<file path="src/rtl/synth_clk_pkg.sv">
// synth_clk_pkg: shared widths, reset ratios and the ratio record
// for the multi-channel fractional tick generator.
package synth_clk_pkg;

    localparam int N_CH_DEF   = 4;
    localparam int INT_W_DEF  = 12;
    localparam int FRAC_W_DEF = 8;
    localparam int DEF_INT_V  = 24;
    localparam int DEF_FRAC_V = 0;

    typedef struct packed {
        logic [INT_W_DEF-1:0]  div_int;
        logic [FRAC_W_DEF-1:0] div_frac;
    } ratio_t;

    function automatic int sel_w(input int n);
        return (n > 1) ? $clog2(n) : 1;
    endfunction

endpackage

</file>
<file path="src/rtl/synth_frac_div.sv">
// synth_frac_div: one fractional divider channel with a shadow
// ratio that lands on a rising output edge or on resync.
module synth_frac_div
    import synth_clk_pkg::*;
#(
    parameter int INT_W    = INT_W_DEF,
    parameter int FRAC_W   = FRAC_W_DEF,
    parameter int DEF_INT  = DEF_INT_V,
    parameter int DEF_FRAC = DEF_FRAC_V
) (
    input  logic              OSC_CLK,
    input  logic              reset_reg_N,
    input  logic              en,
    input  logic              resync,
    input  logic              wr_en,
    input  logic [INT_W-1:0]  wr_int,
    input  logic [FRAC_W-1:0] wr_frac,
    output logic              pend,
    output logic              clk_out,
    output logic              tick
);

    localparam int CW = INT_W + 1;

    typedef struct packed {
        logic [INT_W-1:0]  div_int;
        logic [FRAC_W-1:0] div_frac;
    } chan_ratio_t;

    localparam chan_ratio_t DEF_R = '{INT_W'(DEF_INT), FRAC_W'(DEF_FRAC)};

    chan_ratio_t      act;
    chan_ratio_t      sh;
    chan_ratio_t      nx;
    logic [CW-1:0]    cnt;
    logic [CW-1:0]    lim;
    logic [FRAC_W-1:0] acc;
    logic [FRAC_W:0]  acc_sum;
    logic             hit;
    logic             rise;
    logic             apply;

    // the ratio in force for the half-period that starts this edge
    always_comb begin
        hit     = en && !resync && (cnt >= lim);
        rise    = hit && !clk_out;
        apply   = pend && (resync || rise);
        nx      = apply ? sh : act;
        acc_sum = {1'b0, acc} + {1'b0, nx.div_frac};
    end

    always_ff @(posedge OSC_CLK or negedge reset_reg_N) begin
        if (!reset_reg_N) begin
            act     <= DEF_R;
            sh      <= DEF_R;
            pend    <= 1'b0;
            cnt     <= CW'(1);
            lim     <= CW'(DEF_INT);
            acc     <= '0;
            clk_out <= 1'b0;
            tick    <= 1'b0;
        end else begin
            if (apply) begin
                act <= sh;
            end
            if (wr_en) begin
                sh   <= '{wr_int, wr_frac};
                pend <= 1'b1;
            end else if (apply) begin
                pend <= 1'b0;
            end
            if (resync || !en) begin
                cnt     <= CW'(1);
                acc     <= '0;
                lim     <= {1'b0, nx.div_int};
                clk_out <= 1'b0;
                tick    <= 1'b0;
            end else if (hit) begin
                cnt     <= CW'(1);
                acc     <= acc_sum[FRAC_W-1:0];
                lim     <= {1'b0, nx.div_int} + CW'(acc_sum[FRAC_W]);
                clk_out <= !clk_out;
                tick    <= !clk_out;
            end else begin
                cnt  <= cnt + CW'(1);
                tick <= 1'b0;
            end
        end
    end

endmodule

</file>
<file path="src/rtl/synth_tick_gen.sv">
// synth_tick_gen: N_CH fractional clock dividers sharing one
// ratio write port and a common resync strobe.
module synth_tick_gen
    import synth_clk_pkg::*;
#(
    parameter int N_CH     = N_CH_DEF,
    parameter int INT_W    = INT_W_DEF,
    parameter int FRAC_W   = FRAC_W_DEF,
    parameter int DEF_INT  = DEF_INT_V,
    parameter int DEF_FRAC = DEF_FRAC_V
) (
    input  logic                    OSC_CLK,
    input  logic                    reset_reg_N,
    input  logic [N_CH-1:0]         ch_en,
    input  logic                    resync,
    input  logic                    wr_valid,
    input  logic [sel_w(N_CH)-1:0]  wr_ch,
    input  logic [INT_W-1:0]        wr_int,
    input  logic [FRAC_W-1:0]       wr_frac,
    output logic                    wr_err,
    output logic [N_CH-1:0]         pend,
    output logic [N_CH-1:0]         clk_out,
    output logic [N_CH-1:0]         tick
);

    logic            wr_ok;
    logic [N_CH-1:0] wr_sel;

    always_comb begin
        wr_ok  = wr_valid && (wr_int != '0) && (int'(wr_ch) < N_CH);
        wr_sel = '0;
        for (int i = 0; i < N_CH; i++) begin
            wr_sel[i] = wr_ok && (int'(wr_ch) == i);
        end
    end

    always_ff @(posedge OSC_CLK or negedge reset_reg_N) begin
        if (!reset_reg_N) begin
            wr_err <= 1'b0;
        end else begin
            wr_err <= wr_valid && !wr_ok;
        end
    end

    for (genvar g = 0; g < N_CH; g++) begin : g_ch
        synth_frac_div #(
            .INT_W    (INT_W),
            .FRAC_W   (FRAC_W),
            .DEF_INT  (DEF_INT),
            .DEF_FRAC (DEF_FRAC)
        ) u_div (
            .OSC_CLK     (OSC_CLK),
            .reset_reg_N (reset_reg_N),
            .en          (ch_en[g]),
            .resync      (resync),
            .wr_en       (wr_sel[g]),
            .wr_int      (wr_int),
            .wr_frac     (wr_frac),
            .pend        (pend[g]),
            .clk_out     (clk_out[g]),
            .tick        (tick[g])
        );
    end

endmodule

</file>
<file path="config.mk">
export PLATFORM = sky130hd
export DESIGN_NAME = synth_tick_gen
export DESIGN_NICKNAME = d
export VERILOG_FILES = /design/src/rtl/synth_clk_pkg.sv /design/src/rtl/synth_frac_div.sv /design/src/rtl/synth_tick_gen.sv
export SDC_FILE = /design/constraint.sdc
export NUM_CORES = 1
export LEC_CHECK = 0
export ABC_AREA = 1
export BUFFER_PORTS_ARGS = -buffer_cell sky130_fd_sc_hd__buf_2
export CORE_ASPECT_RATIO = 0.75
export CORE_UTILIZATION = 40
export CTS_BUF_LIST = sky130_fd_sc_hd__clkbuf_16
export CTS_CLUSTER_SIZE = 40
export DETAILED_ROUTE_END_ITERATION = 8
export GPL_TIMING_DRIVEN = 0
export PLACE_DENSITY = 0.54
export RECOVER_POWER = 25
export SYNTH_ARGS = -nofsm -noshare
export SYNTH_HDL_FRONTEND = slang
export SYNTH_SLANG_ARGS = --single-unit
</file>
<file path="constraint.sdc">
create_clock -name OSC_CLK -period 10 [get_ports OSC_CLK]
set_clock_uncertainty 0.15 [all_clocks]
set_input_delay 1 -clock OSC_CLK [delete_from_list [all_inputs] [get_ports OSC_CLK]]
set_output_delay 1 -clock OSC_CLK [all_outputs]
set_load 0.01 [all_outputs]
</file>
==> metrics.md <==
| Metric | Value |
|---|---|
| Status | finished with violations |
| Failing checks | design-rule violations, max-capacitance violations, max-slew violations |
| RSZ-0062 raised after global routing | no |
| Sum of buffers and inverters on the critical path | 1 |
| Vias in the first global route | 12000 |
| Final Cycle Share | 59.6% |
| Post-synthesis sequential area ratio | 48.2% |
| Syn Std Cell Area | 16100 µm² |
| Starting Density | 40.7% |
| Final setup vio count | 0 |
| Critical path type | in2async |
| CTS H-tree lvls | 2 |
| # DRC | 3 |
| Row cnt | 63 |
| Element type at the critical path start | primary input |
| Power density cells | 192 nW/µm² |
| Hold WC Path Type | reg2reg |
| Leak pwr | 9.26 nW |
| Post-CTS Hold Fix Bufs | 0 |
| First-pass GRT wire length | 61500 µm |
| Via count | 12200 |
| Int Power | 2.40 mW |
| Clock share of power | 34.6% |
| Comb power frac | 20.8% |
| Final WL | 36900 µm |
| CP Cell Sequence | clkbuf_1 |
| Max clock buf depth | 3 |
| Total grt overflow | 0 |
| Worst slew pin tran | 5.72 ns |
| Most common cell after layout, fill and taps aside | nand2_1 |
| Total power draw | 3.48 mW |
| Seq cells post-synth | 309 |
| Routed Antenna Nets | 0 |
| Largest net degree at the start of global routing | 107 |
| Commonest cells after routing, fill and taps aside | 543 x nand2_1, 281 x dfrtp_1, 254 x inv_1 |
| Core Region | 39600 µm² |
| Yosys warns | 0 |
| Post-Layout Cell Count | 2548 |
| Post-CTS setup buffer count | 0 |
| Slew HR | -281% |
| Port Buffers | 42 |
| Average wire per standard cell | 14.5 µm |
| Synth cell types | 49 |
| Worst-Skew Late Latency | 0.53 ns |
| Cts bufs inserted | 34 |
| Final worst path period need | 5.96 ns |
| Clock-pin slew on the worst setup and hold paths | 0.06 ns |
| Pins over their slew limit | 104 |
| Gpl congestion | 0.824 |
| Area delta synth->final | 12.2% |
| Max VDD drop | 111 µV |
| DR vias/cell | 4.78 |
| Gr usage total | 18.8% |
| Nets@finish | 2133 |
| DR pass1 iterations | 9 |
| TritonCTS clock tree | built |
| Cell family with most CP delay | buffers and inverters |
| Seq pwr share | 44.6% |
| Worst hold slack | 0.323 ns |
| Max_cap viols | 1 |
| # IOs | 43 |
| Initial antenna violation count | 2 |
| Data required, critical path | 9.09 ns |
| Syn Inst Count | 1923 |
| Max FO, Critical Path | 103 |
| Dpl cells | 2487 |
| Layout fillers | 3971 |
| DP HPWL | 27000 µm |
| Setup TNS | 0 ns |
| Crit path arrival time | 5.06 ns |
| Critical path endpoint category | async pin |
| Die H | 176 µm |
| Number of diodes | 0 |
| Peak Freq | 0.168 GHz |
| Layout cells sized above 1 | 11.4% |
| Synthesized area per cell | 8.39 µm² |
| Core Util, Final | 45.6% |
| Delay of the slowest cell on the worst path | 3.91 ns |
| Sw Ratio | 31.0% |
| Root Driver | clkbuf_16 |
| Syn_nets | 2053 |
| CP max-delay cell | clkbuf_1 |
| Post-CTS resize count | 0 |
| Final Hold Fails | 0 |
| Drt initial violations | 741 |
| Register-to-register setup slack | 4.68 ns |
| Clk sink count | 309 |
| Die W | 234 µm |
| Die area | 41100 µm² |
| Psw | 1.08 mW |
==> final cells by class <==
cell class,count,area (µm²),area share (%)
tap,520,651,3.60
multi-input combinational,1294,7050,39.0
sequential,309,7770,42.9
clock inverter,24,126,0.698
inverter,260,977,5.40
timing repair buffer,44,263,1.45
clock buffer,37,926,5.12
buffer,60,333,1.84
==> power groups by stage <==
| stage | sequential, mW | clock, mW | combinational, mW |
|---|---|---|---|
| 2_1_floorplan | 1.55 | 0 | 0.541 |
| 3_3_place_gp | 1.57 | 0 | 0.709 |
| 3_5_place_dp | 1.57 | 0 | 0.731 |
| 4_1_cts | 1.55 | 1.24 | 0.736 |
| 5_1_grt | 1.58 | 1.30 | 0.849 |
| 6_report | 1.55 | 1.21 | 0.724 |
==> metal layers <==
layer / global-route usage (%) / up-vias / wire length (µm)
li1: - / 6260 / -
met1: 28.4 / 5709 / 19400
met2: 27.5 / 146 / 15500
met3: 3.31 / 56 / 1350
met4: 4.55 / 0 / 664
met5: 0.240 / - / 0
==> metrics by stage <==
step / worst slack, ns / area, µm²
floorplan: 5.24 / 16100
global placement: 1.60 / 17000
detailed placement: 4.32 / 17100
CTS: 4.67 / 18100
global route: 2.89 / 18100
finish: 4.04 / 18100
==> registers in the layout, indices dropped and copies added (netlist names) <==
register	cells
g_ch.u_div.act	80
g_ch.u_div.sh	80
g_ch.u_div.cnt	52
g_ch.u_div.lim	52
g_ch.u_div.acc	32
g_ch.u_div.clk_out	4
g_ch.u_div.pend	4
g_ch.u_div.tick	4
wr_err	1
==> cell usage after synthesis, drive strengths merged <==
library cell	number	area (µm²)
a21o	2	15.0
a21oi	44	220
a22o	8	70.1
a31oi	1	6.26
a32o	2	20.0
and2	4	25.0
buf	36	243
clkbuf	24	90.1
clkinv	4	16.3
dfrtp	281	7030
dfstp	28	736
fa	4	80.1
ha	96	1200
inv	256	961
nand2	582	2380
nand3	137	783
nand3b	10	75.1
nand4	7	43.8
nor2	157	654
nor3	20	128
nor4	6	37.5
o211ai	3	22.5
o21a	1	7.51
o21ai	142	733
o21bai	11	82.6
o221ai	1	8.76
o22ai	6	37.5
o31ai	9	67.6
or2	1	6.26
xnor2	18	158
xor2	22	193
==> worst paths after layout <==
path / startpoint / to / depth (start not counted)
max reg2reg: g_ch[0].u_div.lim[4] / g_ch[0].u_div.lim[10] / 32
min in group asynchronous: reset_reg_N / g_ch[1].u_div.cnt[9] / 1
max: reset_reg_N / g_ch[0].u_div.cnt[7] / 1
min: g_ch[1].u_div.cnt[0] / g_ch[1].u_div.cnt[0] / 1
min reg2reg: g_ch[1].u_div.cnt[0] / g_ch[1].u_div.cnt[0] / 1
max in group OSC_CLK: g_ch[0].u_div.lim[4] / g_ch[0].u_div.lim[10] / 32
==> cell families (layout without fill, tap and decap cells) <==
family          count (synthesis)  after routing  share of synthesized area (%)
flops                         309            309                           48.2
buf+inv                       320            425                           8.12
fa+ha+maj                     100            100                           7.94
simple gates                  924            924                           25.6
compound gates                230            230                           8.01
xor+xnor                       40             40                           2.17
Note: power is estimated with default switching activity, not from simulation.
